[src/rtl/vga_sync_monitor_if.sv]
// Bundle of observed VGA pins and monitor results.
//   master : the video source / consumer side (drives sync + colour, reads results)
//   slave  : the monitor (reads sync + colour, drives lock, errors, counts, pixels)
interface vga_sync_monitor_if;
    logic        h_sync;
    logic        v_sync;
    logic [3:0]  vga_red;
    logic [3:0]  vga_green;
    logic [3:0]  vga_blue;
    logic        locked;
    logic        frame_start;
    logic        h_err;
    logic        v_err;
    logic [7:0]  err_count;
    logic [11:0] line_len;
    logic        pix_valid;
    logic [9:0]  pix_x;
    logic [9:0]  pix_y;
    logic [11:0] pix_rgb;

    modport master (
        output h_sync, v_sync, vga_red, vga_green, vga_blue,
        input  locked, frame_start, h_err, v_err, err_count, line_len,
        input  pix_valid, pix_x, pix_y, pix_rgb
    );

    modport slave (
        input  h_sync, v_sync, vga_red, vga_green, vga_blue,
        output locked, frame_start, h_err, v_err, err_count, line_len,
        output pix_valid, pix_x, pix_y, pix_rgb
    );
endinterface

[src/rtl/vga_sync_monitor.sv]
// VGA timing monitor: checks hsync/vsync period and pulse width against the
// configured mode, locks after LOCK_FRAMES clean frames and, while locked,
// captures active-region pixels with their coordinates.
//   clk : pixel clock
//   rst : asynchronous active-high reset
//   bus : slave side of vga_sync_monitor_if (sync/colour in, status/pixels out)
module vga_sync_monitor #(
    parameter int H_ACTIVE        = 640,
    parameter int H_BACK          = 48,
    parameter int H_SYNC          = 96,
    parameter int H_TOTAL         = 800,
    parameter int V_ACTIVE        = 480,
    parameter int V_BACK          = 33,
    parameter int V_SYNC          = 2,
    parameter int V_TOTAL         = 525,
    parameter int SYNC_ACTIVE_LOW = 1,
    parameter int LOCK_FRAMES     = 2
) (
    input logic               clk,
    input logic               rst,
    vga_sync_monitor_if.slave bus
);
    localparam logic [11:0] H_LAST = 12'(H_TOTAL - 1);
    localparam logic [11:0] H_SW   = 12'(H_SYNC);
    localparam logic [11:0] H_LO   = 12'(H_SYNC + H_BACK);
    localparam logic [11:0] H_HI   = 12'(H_SYNC + H_BACK + H_ACTIVE);
    localparam logic [9:0]  V_LAST = 10'(V_TOTAL - 1);
    localparam logic [9:0]  V_SW   = 10'(V_SYNC);
    localparam logic [9:0]  V_LO   = 10'(V_SYNC + V_BACK);
    localparam logic [9:0]  V_HI   = 10'(V_SYNC + V_BACK + V_ACTIVE);
    localparam logic [7:0]  LOCK_N = 8'(LOCK_FRAMES);

    typedef enum logic [1:0] {SEARCH = 2'd0, TRACK = 2'd1, LOCKED = 2'd2} state_e;
    state_e state_q, state_d;

    // Input register stage; sync levels are normalised to 1 = active.
    logic        h_pin_act, v_pin_act;
    logic        h_act_q, h_act_p_q, v_act_q, v_act_p_q;
    logic [11:0] rgb_q;

    assign h_pin_act = (SYNC_ACTIVE_LOW != 0) ? ~bus.h_sync : bus.h_sync;
    assign v_pin_act = (SYNC_ACTIVE_LOW != 0) ? ~bus.v_sync : bus.v_sync;

    // Sync history resets to the active level so no leading edge can be
    // manufactured by reset release; a pulse already in progress is ignored
    // until a real leading edge has been seen.
    always_ff @(posedge clk or posedge rst) begin
        if (rst) begin
            h_act_q   <= 1'b1;
            h_act_p_q <= 1'b1;
            v_act_q   <= 1'b1;
            v_act_p_q <= 1'b1;
            rgb_q     <= '0;
        end else begin
            h_act_q   <= h_pin_act;
            h_act_p_q <= h_act_q;
            v_act_q   <= v_pin_act;
            v_act_p_q <= v_act_q;
            rgb_q     <= {bus.vga_red, bus.vga_green, bus.vga_blue};
        end
    end

    logic h_lead, h_trail, v_lead, v_trail;
    assign h_lead  =  h_act_q & ~h_act_p_q;
    assign h_trail = ~h_act_q &  h_act_p_q;
    assign v_lead  =  v_act_q & ~v_act_p_q;
    assign v_trail = ~v_act_q &  v_act_p_q;

    logic [11:0] h_cnt_q, h_wid_q, line_len_q;
    logic [9:0]  v_cnt_q, v_wid_q;
    logic        h_seen_q, v_seen_q, h_first_q, v_first_q;
    logic [7:0]  good_q, good_d, err_cnt_q;
    logic        h_err_q, v_err_q, fs_q;
    logic        pix_valid_q;
    logic [9:0]  pix_x_q, pix_y_q;
    logic [11:0] pix_rgb_q;
    logic        h_err_d, v_err_d, any_err, enter_search;
    logic        locked, pix_en;

    // Period checks are skipped on the first edge after (re)entering SEARCH;
    // width checks need a leading edge seen since reset.
    always_comb begin
        h_err_d = 1'b0;
        v_err_d = 1'b0;
        if (h_lead && !h_first_q && h_cnt_q != H_LAST) h_err_d = 1'b1;
        if (h_trail && h_seen_q && h_wid_q != H_SW)    h_err_d = 1'b1;
        if (v_lead && !v_first_q && v_cnt_q != V_LAST) v_err_d = 1'b1;
        if (v_trail && v_seen_q && v_wid_q != V_SW)    v_err_d = 1'b1;
    end
    assign any_err = h_err_d | v_err_d;

    // FSM: state register
    always_ff @(posedge clk or posedge rst) begin
        if (rst) begin
            state_q <= SEARCH;
            good_q  <= '0;
        end else begin
            state_q <= state_d;
            good_q  <= good_d;
        end
    end

    // FSM: next state
    always_comb begin
        state_d = state_q;
        good_d  = good_q;
        case (state_q)
            SEARCH: if (v_lead) begin
                state_d = TRACK;
                good_d  = '0;
            end
            TRACK: if (any_err) begin
                state_d = SEARCH;
                good_d  = '0;
            end else if (v_lead) begin
                good_d = good_q + 8'd1;
                if (good_d >= LOCK_N) state_d = LOCKED;
            end
            LOCKED: if (any_err) begin
                state_d = SEARCH;
                good_d  = '0;
            end
            default: begin
                state_d = SEARCH;
                good_d  = '0;
            end
        endcase
        enter_search = (state_d == SEARCH) && (state_q != SEARCH);
    end

    // FSM: outputs. h_cnt lags the sample in rgb_q by one, so rgb_q holds
    // the pixel that belongs to the current h_cnt/v_cnt position.
    always_comb begin
        locked = (state_q == LOCKED);
        pix_en = locked && (h_cnt_q >= H_LO) && (h_cnt_q < H_HI)
                        && (v_cnt_q >= V_LO) && (v_cnt_q < V_HI);
    end

    always_ff @(posedge clk or posedge rst) begin
        if (rst) begin
            h_cnt_q     <= '0;
            h_wid_q     <= '0;
            line_len_q  <= '0;
            v_cnt_q     <= '0;
            v_wid_q     <= '0;
            h_seen_q    <= 1'b0;
            v_seen_q    <= 1'b0;
            h_first_q   <= 1'b1;
            v_first_q   <= 1'b1;
            err_cnt_q   <= '0;
            h_err_q     <= 1'b0;
            v_err_q     <= 1'b0;
            fs_q        <= 1'b0;
            pix_valid_q <= 1'b0;
            pix_x_q     <= '0;
            pix_y_q     <= '0;
            pix_rgb_q   <= '0;
        end else begin
            h_cnt_q <= h_lead ? '0 : ((h_cnt_q == '1) ? h_cnt_q : h_cnt_q + 12'd1);
            if (h_lead)                       h_wid_q <= 12'd1;
            else if (h_act_q && h_wid_q != '1) h_wid_q <= h_wid_q + 12'd1;
            if (h_lead) begin
                h_seen_q   <= 1'b1;
                line_len_q <= (h_cnt_q == '1) ? h_cnt_q : h_cnt_q + 12'd1;
            end

            // vsync clear beats the same-cycle hsync increment
            if (v_lead)                          v_cnt_q <= '0;
            else if (h_lead && v_cnt_q != '1)    v_cnt_q <= v_cnt_q + 10'd1;
            // width in lines, counting an hsync edge coincident with the vsync edge
            if (v_lead)                                     v_wid_q <= {9'd0, h_lead};
            else if (v_act_q && h_lead && v_wid_q != '1)    v_wid_q <= v_wid_q + 10'd1;
            if (v_lead) v_seen_q <= 1'b1;

            h_first_q <= enter_search | (h_first_q & ~h_lead);
            v_first_q <= enter_search | (v_first_q & ~v_lead);

            if (any_err && err_cnt_q != '1) err_cnt_q <= err_cnt_q + 8'd1;
            h_err_q <= h_err_d;
            v_err_q <= v_err_d;
            fs_q    <= v_lead;

            pix_valid_q <= pix_en;
            if (pix_en) begin
                pix_x_q   <= 10'(h_cnt_q - H_LO);
                pix_y_q   <= v_cnt_q - V_LO;
                pix_rgb_q <= rgb_q;
            end
        end
    end

    assign bus.locked      = locked;
    assign bus.frame_start = fs_q;
    assign bus.h_err       = h_err_q;
    assign bus.v_err       = v_err_q;
    assign bus.err_count   = err_cnt_q;
    assign bus.line_len    = line_len_q;
    assign bus.pix_valid   = pix_valid_q;
    assign bus.pix_x       = pix_x_q;
    assign bus.pix_y       = pix_y_q;
    assign bus.pix_rgb     = pix_rgb_q;
endmodule

[src/flat_wrapper.sv]
// flat-port wrapper written by rule: the top's interface ports become plain ports
module vga_sync_monitor_flat 
#(
    parameter int H_ACTIVE        = 640,
    parameter int H_BACK          = 48,
    parameter int H_SYNC          = 96,
    parameter int H_TOTAL         = 800,
    parameter int V_ACTIVE        = 480,
    parameter int V_BACK          = 33,
    parameter int V_SYNC          = 2,
    parameter int V_TOTAL         = 525,
    parameter int SYNC_ACTIVE_LOW = 1,
    parameter int LOCK_FRAMES     = 2
)
  (clk, rst, bus_h_sync, bus_v_sync, bus_vga_red, bus_vga_green, bus_vga_blue, bus_locked, bus_frame_start, bus_h_err, bus_v_err, bus_err_count, bus_line_len, bus_pix_valid, bus_pix_x, bus_pix_y, bus_pix_rgb);
  vga_sync_monitor_if bus_i ();
  input logic clk;
  input logic rst;
  input wire logic [$bits(bus_i.h_sync)-1:0] bus_h_sync;
  input wire logic [$bits(bus_i.v_sync)-1:0] bus_v_sync;
  input wire logic [$bits(bus_i.vga_red)-1:0] bus_vga_red;
  input wire logic [$bits(bus_i.vga_green)-1:0] bus_vga_green;
  input wire logic [$bits(bus_i.vga_blue)-1:0] bus_vga_blue;
  output wire logic [$bits(bus_i.locked)-1:0] bus_locked;
  output wire logic [$bits(bus_i.frame_start)-1:0] bus_frame_start;
  output wire logic [$bits(bus_i.h_err)-1:0] bus_h_err;
  output wire logic [$bits(bus_i.v_err)-1:0] bus_v_err;
  output wire logic [$bits(bus_i.err_count)-1:0] bus_err_count;
  output wire logic [$bits(bus_i.line_len)-1:0] bus_line_len;
  output wire logic [$bits(bus_i.pix_valid)-1:0] bus_pix_valid;
  output wire logic [$bits(bus_i.pix_x)-1:0] bus_pix_x;
  output wire logic [$bits(bus_i.pix_y)-1:0] bus_pix_y;
  output wire logic [$bits(bus_i.pix_rgb)-1:0] bus_pix_rgb;
  assign bus_i.h_sync = bus_h_sync;
  assign bus_i.v_sync = bus_v_sync;
  assign bus_i.vga_red = bus_vga_red;
  assign bus_i.vga_green = bus_vga_green;
  assign bus_i.vga_blue = bus_vga_blue;
  assign bus_locked = bus_i.locked;
  assign bus_frame_start = bus_i.frame_start;
  assign bus_h_err = bus_i.h_err;
  assign bus_v_err = bus_i.v_err;
  assign bus_err_count = bus_i.err_count;
  assign bus_line_len = bus_i.line_len;
  assign bus_pix_valid = bus_i.pix_valid;
  assign bus_pix_x = bus_i.pix_x;
  assign bus_pix_y = bus_i.pix_y;
  assign bus_pix_rgb = bus_i.pix_rgb;
  vga_sync_monitor #(.H_ACTIVE(H_ACTIVE), .H_BACK(H_BACK), .H_SYNC(H_SYNC), .H_TOTAL(H_TOTAL), .V_ACTIVE(V_ACTIVE), .V_BACK(V_BACK), .V_SYNC(V_SYNC), .V_TOTAL(V_TOTAL), .SYNC_ACTIVE_LOW(SYNC_ACTIVE_LOW), .LOCK_FRAMES(LOCK_FRAMES)) u_core (.clk(clk), .rst(rst), .bus(bus_i));
endmodule
[config.mk]
export PLATFORM = sky130hd
export DESIGN_NAME = vga_sync_monitor_flat
export DESIGN_NICKNAME = d
export VERILOG_FILES = /design/src/rtl/vga_sync_monitor_if.sv /design/src/rtl/vga_sync_monitor.sv /design/src/flat_wrapper.sv
export SDC_FILE = /design/constraint.sdc
export NUM_CORES = 1
export LEC_CHECK = 0
export ABC_CLOCK_PERIOD_IN_PS = 11800
export CORE_MARGIN = 1.5
export CORE_UTILIZATION = 31
export CTS_CLUSTER_SIZE = 12
export DETAILED_ROUTE_END_ITERATION = 10
export PLACE_DENSITY = 0.5
export SLEW_MARGIN = 20
export SYNTH_ARGS = -nofsm -noshare
export SYNTH_HDL_FRONTEND = slang
export SYNTH_SLANG_ARGS = --single-unit
[constraint.sdc]
create_clock -name clk -period 11.8 [get_ports clk]
set_input_delay 1.77 -clock clk [delete_from_list [all_inputs] [get_ports clk]]
set_output_delay 1.77 -clock clk [all_outputs]
set_load 0.005 [all_outputs]
**Word-level counts from Yosys, hierarchy flattened**

Index checks and enable logic that the tools add are counted.

- Reduce and logical (&&, ||, !) cells: 27
- $lt $le $gt $ge: 5
- Add/subtract/negate cells: 8
- Bitwise operators: 17
- Eq/ne operators: 14
- Multiplexer cells: 23

Operators by type and width:

| kind | number |
|---|---|
| $mux W12 | 4 |
| $mux W10 | 4 |
| $mux W8 | 4 |
| $ne A10 B10 Y1 const B | 3 |
| $add A12 B1 Y12 const B | 2 |
| $pmux W8 S3 | 1 |
| $add A10 B1 Y10 const B | 2 |
| $logic_and A1 B1 Y1 | 18 |
| $add A8 B1 Y8 const B | 2 |
| $eq A12 B12 Y1 const B | 1 |
| $ge A12 B8 Y1 const B | 1 |
| $lt A12 B10 Y1 const B | 1 |
| $ne A12 B10 Y1 const B | 1 |
| $ne A12 B12 Y1 const B | 1 |
| $ne A12 B7 Y1 const B | 1 |
| $ge A10 B6 Y1 const B | 1 |
| $lt A10 B10 Y1 const B | 1 |
| $mux W2 | 5 |
| $ne A10 B2 Y1 const B | 1 |
| $sub A10 B6 Y10 const B | 1 |
| $sub A10 B8 Y10 const B | 1 |
| $ge A8 B2 Y1 const B | 1 |
| $ne A8 B8 Y1 const B | 1 |
| $not A1 Y1 | 8 |
| other kinds (12) | 28 |

- Input bits: 16
- Output and inout bits: 57
- Register bits after elaboration: 130

**Depth between registers and ports, before layout**

- Word-level depth: 12
- Gate-level depth with buffers: 10

**Worst setup path after synthesis**

No wires, ideal clock.

- Path type: register -> output
- Start: register u_core.state_q[0]
- End: output port bus_locked
- Arrival time: 0.543 ns
- Slack: 9.487 ns
- Stages on the path, launching flop included: 2
- Buffers on the path: 0
- Data required time: 10.030 ns
- Cells stage by stage: dfrtp_1 > nor2b_1

- Word-level cells in the longest chain between the ends: 1

Ends and longest elaborated chain:

| element | line | RTL |
|---|---|---|
| from (decl) | vga_sync_monitor.sv:34 | `state_e state_q, state_d;` |
| from (signal assigned) | vga_sync_monitor.sv:98 | `state_q <= state_d;` |
| $eq A2 B2 Y1 | vga_sync_monitor.sv:134 | `locked = (state_q == LOCKED);` |
| to (decl) | flat_wrapper.sv:24 | `output wire logic [$bits(bus_i.locked)-1:0] bus_locked;` |

No other way between the ends.

**Worst setup path in the final report**

- Start: register u_core.state_q[1]
- End: output port bus_locked

Same word-level chain as after synthesis.

==> impl_metrics.csv <==
group,metric,value,unit
critical_path,reg2reg_to,"u_core.v_wid_q[6]$_DFFE_PP0P_",
critical_path,critPathSlowestCell,"clkdlybuf4s50_1",
finish,n_antenna_cell,0,
placed_design,dp.cells,890,
sta,hold_viol,0,
global_route,grt_usage,14.2,%
drt,drc,0,
critical_path,required,10.03,ns
logic_synthesis,yosys.area.top_type,"dfrtp_1",
clock_network,cts_tree,"built",
worst_hold_path,whs_endpoint,"u_core.v_act_p_q$_DFF_PP1_",
clock_network,ctsLongestPathBuffers,2,
placed_design,io_buffers,72,
drt,dr.pass1.iters,4,
logic_synthesis,netlist.area_leader.share,51.0,%
global_route,grt_max_degree,74,
critical_path,critPathKind,"reg2out",
die,fp.dieH,143,um
drt,wire_per_inst,14.5,um
critical_path,r2r_setup_slack,9.06,ns
power,p_leak,3.35,nW
critical_path,r2r-start,"u_core.h_act_q$_DFF_PP1_",
critical_path,cp_num_buf_inv,1,
sta,min_period,3.64,ns
logic_synthesis,async_flop_share,100,%
sta,layout_setup_ws,8.16,ns
die,ios,73,
sta,setup_viol,0,
global_route,overflow,0,
die,rows,51,
critical_path,cp_max_fo,12,
critical_path,crit_arrival,1.87,ns
critical_path,r2r_cells,7,
logic_synthesis,synth_enable_flop_cells,0,
logic_synthesis,ys_types,59,
sta,slew_viol_final,0,
logic_synthesis,synth_warnings,0,
logic_synthesis,ys_top_cells_by_area,"dfrtp_1 (51%), nor2_1 (4.4%), xor2_1 (3.7%)",
global_route,grt_pass1_wl,22.6,mm
worst_hold_path,whs_path_depth,0,
placed_design,hpwl,9.02,mm
flow_run,drv.max_cap_violation_count,0,
finish,multi_input_area,2600,um^2
die,die-area,20500,um^2
finish,regArea,3260,um^2
worst_hold_path,hp-start,"u_core.v_act_q$_DFF_PP1_",
worst_hold_path,holdCritPathClass,"reg2reg",
sta,final.setup.tns,0,ns
finish,area_growth,25.5,%
critical_path,crit_path_cell_trace,"nor2b_1 -> clkdlybuf4s50_1",
clock_network,cts-root-buf,"clkbuf_16",
critical_path,critPathLaunchType,"register",
finish,fillers,1865,
drt,first_iter_violations,308,
clock_network,clkLatencyLatePin,0.42,ns
die,die_w,143,um
power,pwr_density_cell,157,nW/um^2
die,coreArea,19300,um^2
finish,layoutNonFillerInstCount,921,
drt,routed_wl,13.3,mm
power,power,1.20,mW
critical_path,cp_top_family,"buffers and inverters",
power,vdd_drop_max,106,uV
finish,final_core_util,39.5,%
clock_network,ctsResizeCount,0,
drt,final_antenna_net_count,0,
clock_network,path_clk_slew,0.06,ns
global_route,grt_pass1_vias,4370,
sta,max_freq,0.275,GHz
placed_design,place_ws,8.00,ns
sta,timing.slew.headroom,37.8,%
clock_network,cts_hold_buf,0,
logic_synthesis,syn_area,6080,um^2
logic_synthesis,synth.net_count,608,
logic_synthesis,synthFlopType,"dfrtp_1",
clock_network,cts_made_buffers,17,
sta,clock_skew,0.00671,ns
drt,routed_via_density,4.66,
sta,rsz0062_at_grt,"false",
status,status,"complete, no violations",
logic_synthesis,seq_area_frac_synth,53.6,%
finish,layout-drive-gt1-share,9.60,%
logic_synthesis,syn_inst,578,
die,start_util,31.5,%
critical_path,max_stage_delay,0.60,ns
finish,final_net_count,674,
logic_synthesis,syn_area_per_cell,10.5,um^2
clock_network,postCtsSetupBuffers,0,
global_route,antenna_found_initial,0,
sta,tightest_slew,0.933,ns
clock_network,cts_max_level,4,
sta,finalCritPeriodShare,30.8,%
logic_synthesis,ys_ff_latch,130,
clock_network,clkSinkCount,130,
placed_design,gp_congestion,0.808,
drt,num_vias,4292,
critical_path,cp-end-kind,"output port",
[cell usage after synthesis, types with 3 or more instances]
cell and number:
dfrtp_1 124, nor2_1 71, nand2_1 47, xor2_1 26, nand3_1 25, o21ai_0 22, inv_1 21, xnor2_1 21
a21oi_1 20, clkbuf_1 16, mux2_1 16, nor3_1 15, ha_1 14, nand2b_1 10, nand4_1 9, buf_2 8
mux2_2 8, and3_1 7, dfstp_2 6, nor2b_1 6, or3_1 6, a22o_1 5, a22oi_1 5, a31oi_1 5
and4_1 5, o21ai_1 5, a211oi_1 4, buf_4 3, mux2_4 3, mux2i_1 3, nor3b_1 3, nor4_1 3
o31ai_1 3
[cells in the final DEF (no fill, tap or decap), types with 6 or more instances in the layout]
master,n
or3_1,6
ha_1,14
nand2_1,47
o21ai_0,22
clkdlybuf4s50_1,72
clkbuf_16,17
xor2_1,26
nand3_1,25
nand2b_1,10
a21oi_1,20
nor3_1,15
mux2_1,16
nor2b_1,6
dfrtp_1,124
mux2_2,8
nand4_1,9
nor2_1,71
and3_1,7
dfstp_2,6
inv_1,20
xnor2_1,21
[per-layer routing]
metal	wire [um]	up-vias	GRT usage (%)
li1	-	2113	-
met1	6240	2109	19.0
met2	6430	59	22.0
met3	465	11	3.72
met4	172	0	5.15
met5	0	-	0
[cell families after synthesis]
family | count (synthesis) | synth area share [%]
adder cells (fa/ha/maj) | 14 | 2.88
buffers and inverters | 51 | 3.74
AO/OA/AOI/OAI | 82 | 8.68
multiplexers | 30 | 5.68
XOR/XNOR | 47 | 6.77
flip-flops | 130 | 53.6
AND/OR/NAND/NOR | 224 | 18.6
[flip-flops by register name, indices dropped and copies added, names as in the netlist, 2 cells and up]
signal                cells
u_core.bus.pix_rgb       12
u_core.bus.line_len      12
u_core.rgb_q             12
u_core.v_cnt_q           10
u_core.h_wid_q           12
u_core.bus.err_count      8
u_core.h_cnt_q           12
u_core.state_q            2
u_core.v_wid_q           10
u_core.good_q             8
u_core.bus.pix_y         10
u_core.bus.pix_x         10
[power by group]
group | total (mW) | internal (mW) | switching (mW)
Combinational | 0.151 | 0.0789 | 0.0723
Sequential | 0.521 | 0.483 | 0.0384
Clock | 0.525 | 0.327 | 0.197
[area by class of cell]
class,count,area share (%)
repair buffers,76,9.84
inverters,22,1.12
flip-flops and latches,130,42.7
multi-input cells,397,34.1
clock inverters,11,1.71
well taps,265,4.35
clock buffers,20,6.12
[through the flow]
step	hold slack (ns)	instance area, um^2
6_report	0.394	7630
5_1_grt	0.402	7630
4_1_cts	0.396	7630
3_5_place_dp	0.392	7030
3_3_place_gp	0.385	7030
2_1_floorplan	0.372	6080
[worst max path at each step]
stage	end	cells after the start	start	slack [ns]
after floorplan	u_core.bus.err_count[0]$_DFFE_PP0P_	1	rst	6.57
after global placement	u_core.h_wid_q[5]$_DFFE_PP0P_	3	rst	8.07
after detailed placement	u_core.bus.line_len[4]$_DFFE_PP0P_	3	rst	8.00
after CTS	bus_locked	2	u_core.state_q[1]$_DFF_PP0_	8.10
after global routing	bus_locked	2	u_core.state_q[1]$_DFF_PP0_	8.01
final	bus_locked	2	u_core.state_q[1]$_DFF_PP0_	8.16
(Power assumes the default switching activity.)
